==> src/rtl/io_pkg.sv <==
// Shared IO constants and the per-bit debouncer state encoding.
// Memory-mapped read addresses select which nibble of io_data is returned.
package io_pkg;

    localparam int unsigned IO_WIDTH     = 8;
    localparam logic [15:0] IO_ADDR_LOW  = 16'hFFFD;
    localparam logic [15:0] IO_ADDR_HIGH = 16'hFFFE;

    typedef enum logic {
        ST_STABLE  = 1'b0,
        ST_PENDING = 1'b1
    } db_state_e;

endpackage

==> src/rtl/io_input_debouncer_debounce_bit.sv <==
// One debounced input bit: synchronizer chain, mismatch counter, two-state FSM
// and registered rise/fall strobes. rise_next/fall_next expose the pulse values
// being loaded so the parent can register its OR-reduction on the same edge.
module debounce_bit
    import io_pkg::*;
#(
    parameter int unsigned DEBOUNCE_COUNT = 50000,
    parameter int unsigned SYNC_STAGES    = 2
) (
    input  logic clock,
    input  logic reset,
    input  logic raw_in,
    output logic stable_out,
    output logic rise_out,
    output logic fall_out,
    output logic rise_next,
    output logic fall_next
);

    localparam int unsigned      CNT_W    = $clog2(DEBOUNCE_COUNT + 1);
    localparam logic [CNT_W-1:0] CNT_ZERO = {CNT_W{1'b0}};
    localparam logic [CNT_W-1:0] CNT_ONE  = {{(CNT_W-1){1'b0}}, 1'b1};
    localparam logic [CNT_W-1:0] CNT_LAST = CNT_W'(DEBOUNCE_COUNT);

    logic [SYNC_STAGES-1:0] sync_q;
    logic [SYNC_STAGES-1:0] sync_d;
    db_state_e              state_q;
    db_state_e              state_d;
    logic [CNT_W-1:0]       cnt_q;
    logic [CNT_W-1:0]       cnt_d;
    logic [CNT_W-1:0]       cnt_inc_s;
    logic                   sync_s;
    logic                   data_q;
    logic                   data_d;
    logic                   rise_q;
    logic                   rise_d;
    logic                   fall_q;
    logic                   fall_d;

    // Stage 0 is the only flop that ever sees raw_in.
    always_comb begin
        sync_d = {sync_q[SYNC_STAGES-2:0], raw_in};
    end

    assign sync_s    = sync_q[SYNC_STAGES-1];
    assign cnt_inc_s = cnt_q + CNT_ONE;

    // The count is the length of the current run of mismatching samples;
    // committing on cnt_inc_s == CNT_LAST also covers DEBOUNCE_COUNT = 1 from STABLE.
    always_comb begin
        state_d = state_q;
        cnt_d   = cnt_q;
        data_d  = data_q;
        rise_d  = 1'b0;
        fall_d  = 1'b0;
        case (state_q)
            ST_STABLE, ST_PENDING: begin
                if (sync_s == data_q) begin
                    state_d = ST_STABLE;
                    cnt_d   = CNT_ZERO;
                end else if (cnt_inc_s == CNT_LAST) begin
                    state_d = ST_STABLE;
                    cnt_d   = CNT_ZERO;
                    data_d  = sync_s;
                    rise_d  = sync_s;
                    fall_d  = ~sync_s;
                end else begin
                    state_d = ST_PENDING;
                    cnt_d   = cnt_inc_s;
                end
            end
            default: begin
                state_d = ST_STABLE;
                cnt_d   = CNT_ZERO;
            end
        endcase
    end

    // State, counter, synchronizer and outputs all clear asynchronously.
    always_ff @(posedge clock or posedge reset) begin
        if (reset) begin
            sync_q  <= {SYNC_STAGES{1'b0}};
            state_q <= ST_STABLE;
            cnt_q   <= CNT_ZERO;
            data_q  <= 1'b0;
            rise_q  <= 1'b0;
            fall_q  <= 1'b0;
        end else begin
            sync_q  <= sync_d;
            state_q <= state_d;
            cnt_q   <= cnt_d;
            data_q  <= data_d;
            rise_q  <= rise_d;
            fall_q  <= fall_d;
        end
    end

    assign stable_out = data_q;
    assign rise_out   = rise_q;
    assign fall_out   = fall_q;
    assign rise_next  = rise_d;
    assign fall_next  = fall_d;

endmodule

==> src/rtl/io_input_debouncer.sv <==
// WIDTH independent debounced inputs feeding the IO read mux, with per-bit
// edge strobes and a registered any-change flag.
module io_input_debouncer
    import io_pkg::*;
#(
    parameter int unsigned WIDTH          = IO_WIDTH,
    parameter int unsigned DEBOUNCE_COUNT = 50000,
    parameter int unsigned SYNC_STAGES    = 2
) (
    input  logic             clock,
    input  logic             reset,
    input  logic [WIDTH-1:0] raw_in,
    output logic [WIDTH-1:0] io_data,
    output logic [WIDTH-1:0] rise_pulse,
    output logic [WIDTH-1:0] fall_pulse,
    output logic             changed
);

    logic [WIDTH-1:0] rise_next_s;
    logic [WIDTH-1:0] fall_next_s;
    logic             changed_d;
    logic             changed_q;

    for (genvar i = 0; i < WIDTH; i++) begin : g_bit
        debounce_bit #(
            .DEBOUNCE_COUNT (DEBOUNCE_COUNT),
            .SYNC_STAGES    (SYNC_STAGES)
        ) u_bit (
            .clock      (clock),
            .reset      (reset),
            .raw_in     (raw_in[i]),
            .stable_out (io_data[i]),
            .rise_out   (rise_pulse[i]),
            .fall_out   (fall_pulse[i]),
            .rise_next  (rise_next_s[i]),
            .fall_next  (fall_next_s[i])
        );
    end

    // Built from the pulses being loaded so it lines up with them.
    always_comb begin
        changed_d = |(rise_next_s | fall_next_s);
    end

    // Any-change flag register.
    always_ff @(posedge clock or posedge reset) begin
        if (reset) begin
            changed_q <= 1'b0;
        end else begin
            changed_q <= changed_d;
        end
    end

    assign changed = changed_q;

endmodule

==> config.mk <==
export PLATFORM = sky130hd
export DESIGN_NAME = io_input_debouncer
export DESIGN_NICKNAME = d
export VERILOG_FILES = /design/src/rtl/io_pkg.sv /design/src/rtl/io_input_debouncer_debounce_bit.sv /design/src/rtl/io_input_debouncer.sv
export SDC_FILE = /design/constraint.sdc
export NUM_CORES = 1
export LEC_CHECK = 0
export CORE_MARGIN = 2
export CORE_UTILIZATION = 30
export CTS_CLUSTER_DIAMETER = 100
export CTS_CLUSTER_SIZE = 10
export DETAILED_ROUTE_END_ITERATION = 6
export SLEW_MARGIN = 20
export SYNTH_ARGS = -nofsm -noshare
export SYNTH_HDL_FRONTEND = slang
export SYNTH_SLANG_ARGS = --single-unit
==> constraint.sdc <==
create_clock -name clock -period 7.1 [get_ports clock]
set_input_delay 1.42 -clock clock [delete_from_list [all_inputs] [get_ports clock]]
set_output_delay 1.42 -clock clock [all_outputs]
set_load 0.01 [all_outputs]
==> impl_metrics.py <==
metrics = {
    "clocking": {
        "cts_hold_buffers": 0,
        "cts_setup_buffers": 0,
        "clk_pin_slew_worst_paths_ns": 0.07,
        "cts_made_buffers": 17,
        "cts_repair_resize_count": 0,
        "ctsRootBufferMaster": "clkbuf_16",
        "clk_path_buf_depth": 2,
        "htree_levels": 4,
        "cts_tree": "yes",
        "clock_latency_ns": 0.43,
        "cts.sinks": 169,
    },
    "yosys": {
        "ys_seq_area_frac": 0.479,
        "ys.flop_type": "dfrtp_1",
        "synth_seq_cells": 169,
        "ys_async_sr_fraction": 1.00,
        "syn_area_um2": 8820,
        "yosys.area.top_type": "dfrtp_1",
        "synth_nets": 927,
        "yosys.cell_types.count": 66,
        "syn_inst": 909,
        "synth_top_area_share": 0.479,
        "synth_common_cells": "dfrtp_1 (169), nor2_1 (158), xnor2_1 (62), xor2_1 (62), nand2_1 (57)",
        "yosys_warnings": 0,
        "synth_enable_flop_cells": 0,
        "post-synth-top-count-cell": "dfrtp_1",
        "syn_area_per_cell_um2": 9.71,
        "synthTopCellsByArea": "dfrtp_1 (48%), nor2_1 (6.7%), xnor2_1 (6.2%)",
    },
    "drt": {
        "drt_iter0_drc": 440,
        "finalWirelength_mm": 16.8,
        "via_per_inst": 4.78,
        "ant_nets": 0,
        "wl_per_cell_um": 12.9,
        "drc": 0,
        "dr.pass1.iters": 4,
        "via_count": 6241,
    },
    "worst_setup_path": {
        "arrival_ns": 3.33,
        "critPathMaxFanout": 11,
        "critPathLaunchType": "flop",
        "worst_ep_required_time_ns": 7.41,
        "crit_path_end_kind": "flop",
        "path_class": "reg2reg",
    },
    "timing": {
        "tightest_slew_ns": 0.991,
        "fin_setup_tns_ns": 0,
        "hold_slack_ns": 0.350,
        "fin_crit_ns": 3.02,
        "fin_skew_ns": 0.00972,
        "grt_setup_unrepaired": "false",
        "hold_viol": 0,
        "relSlewSlack": 0.335,
        "maxSlewViolCount": 0,
        "clock.fmax_ghz": 0.331,
        "period_share": 0.426,
        "finalSetupViolCount": 0,
    },
    "die": {
        "start_util": 0.306,
        "dieArea_um2": 30800,
        "core_area_um2": 28900,
        "row_count": 62,
        "ioPinCount": 35,
        "die_h_um": 176,
        "dieWidth_um": 176,
    },
    "place": {
        "portBuffers": 34,
        "place_hpwl_mm": 11.4,
        "dpl_cell_area_um2": 9320,
        "gp_congestion": 0.790,
    },
    "grt": {
        "grt_max_degree": 91,
        "grt_pass1_wl_mm": 29.3,
        "first_global_vias": 6001,
        "grt_usage": 0.114,
        "grt-ovfl-total": 0,
        "antenna_found_initial": 0,
    },
    "power": {
        "power_w": 0.00199,
        "irDropWorstVdd_uv": 159,
        "p_per_area_nw_per_um2": 201,
        "power.leakage_nw": 3.92,
    },
    "layout": {
        "antenna_cells": 0,
        "design_area_um2": 9910,
        "drive_gt1_frac": 0.0629,
        "area_growth_pct": 12.3,
        "fillers": 2956,
        "layout.nets": 927,
    },
    "hold_path": {
        "hp-class": "reg2reg",
    },
    "outcome": {
        "outcome": "finished clean",
    },
    "flow_run": {
        "cap_violations": 0,
    },
}
## final timing paths
path                                               start                   endpoint  slack (ns)  depth (start not counted)
worst max register to register   g_bit[0].u_bit.cnt_q[3]  g_bit[0].u_bit.stable_out        4.08                          6
worst min-delay path            g_bit[2].u_bit.sync_q[0]   g_bit[2].u_bit.sync_q[1]        0.35                          0
min in group asynchronous                          reset    g_bit[1].u_bit.fall_out        1.54                          2
worst min register to register  g_bit[2].u_bit.sync_q[0]   g_bit[2].u_bit.sync_q[1]        0.35                          0
max in group asynchronous                          reset   g_bit[1].u_bit.sync_q[1]        4.36                          3
worst max-delay path             g_bit[0].u_bit.cnt_q[3]  g_bit[0].u_bit.stable_out        4.08                          6
## report_power, final
part / switching, W / internal, W / leakage [nW]
Combinational: 0.0000442 / 0.0000211 / 1.34
Sequential: 0.0000194 / 0.000978 / 2.30
Clock: 0.000405 / 0.000526 / 0.276
Total: 0.000468 / 0.00153 / 3.92
## logic make-up (layout without fill, tap and decap cells)
family                     Yosys count  in the layout  share of synthesized area
xor gates and xnor gates           124            124                      0.123
AOI/OAI and AO/OA                   66             66                     0.0513
adders and majority gates            8              8                     0.0113
buffers and inverters               70             83                     0.0454
DFF                                169            169                      0.479
muxes                               16             16                     0.0197
and+or+nand+nor                    456            456                      0.270
## area by class of cell
| class | instances | area, µm² | share of cell area |
|---|---|---|---|
| Tap cell | 384 | 480 | 0.0485 |
| Inverter | 16 | 65.1 | 0.00657 |
| Clock inverter | 14 | 159 | 0.0160 |
| Timing Repair Buffer | 35 | 352 | 0.0355 |
| Clock buffer | 18 | 429 | 0.0433 |
| Multi-Input combinational cell | 670 | 4200 | 0.423 |
| Sequential cell | 169 | 4230 | 0.427 |
## critical path: stages, from the launching register on
cell       delay (ns)
dfrtp_1          0.47
nand4_2          0.32
or4_2            0.80
mux2i_1          0.15
a2bb2oi_1        0.14
or4_1            0.69
mux2_4           0.35
## layer usage
layer | vias to the layer above | global-route usage | share of wire
met5 | - | 0 | 0
met3 | 17 | 0.0225 | 0.027
met1 | 2986 | 0.160 | 0.51
li1 | 3164 | - | -
met2 | 74 | 0.177 | 0.45
met4 | 0 | 0.0379 | 0.012
## per-stage QoR
step           cells  utilization  setup slack, ns
6_report        1306        0.343             4.08
5_1_grt         1306        0.343             3.95
4_1_cts         1306        0.343             3.92
3_5_place_dp    1274        0.323             3.45
3_3_place_gp    1274        0.323             3.47
2_1_floorplan    909            -             1.10
## state kept, by name, indices dropped and copies added (netlist names)
register                flops
changed                     1
g_bit.u_bit.stable_out      8
g_bit.u_bit.sync_q         16
g_bit.u_bit.cnt_q         128
g_bit.u_bit.fall_out        8
g_bit.u_bit.rise_out        8
## layout by cell type, fill, tap and decap left out, types with 10 or more instances in the layout
| master | instances |
|---|---|
| a21oi_1 | 17 |
| nand2_1 | 57 |
| xnor2_1 | 62 |
| nor3b_1 | 25 |
| nor2_1 | 158 |
| or4_1 | 13 |
| nand3_1 | 52 |
| dfrtp_1 | 169 |
| clkdlybuf4s50_1 | 34 |
| nand4_1 | 37 |
| nor4_1 | 15 |
| inv_1 | 15 |
| and3_1 | 15 |
| xor2_1 | 62 |
| clkbuf_16 | 17 |
| nand2b_1 | 10 |
| nor3_1 | 18 |
Note: power is estimated with default switching activity, not from simulation.
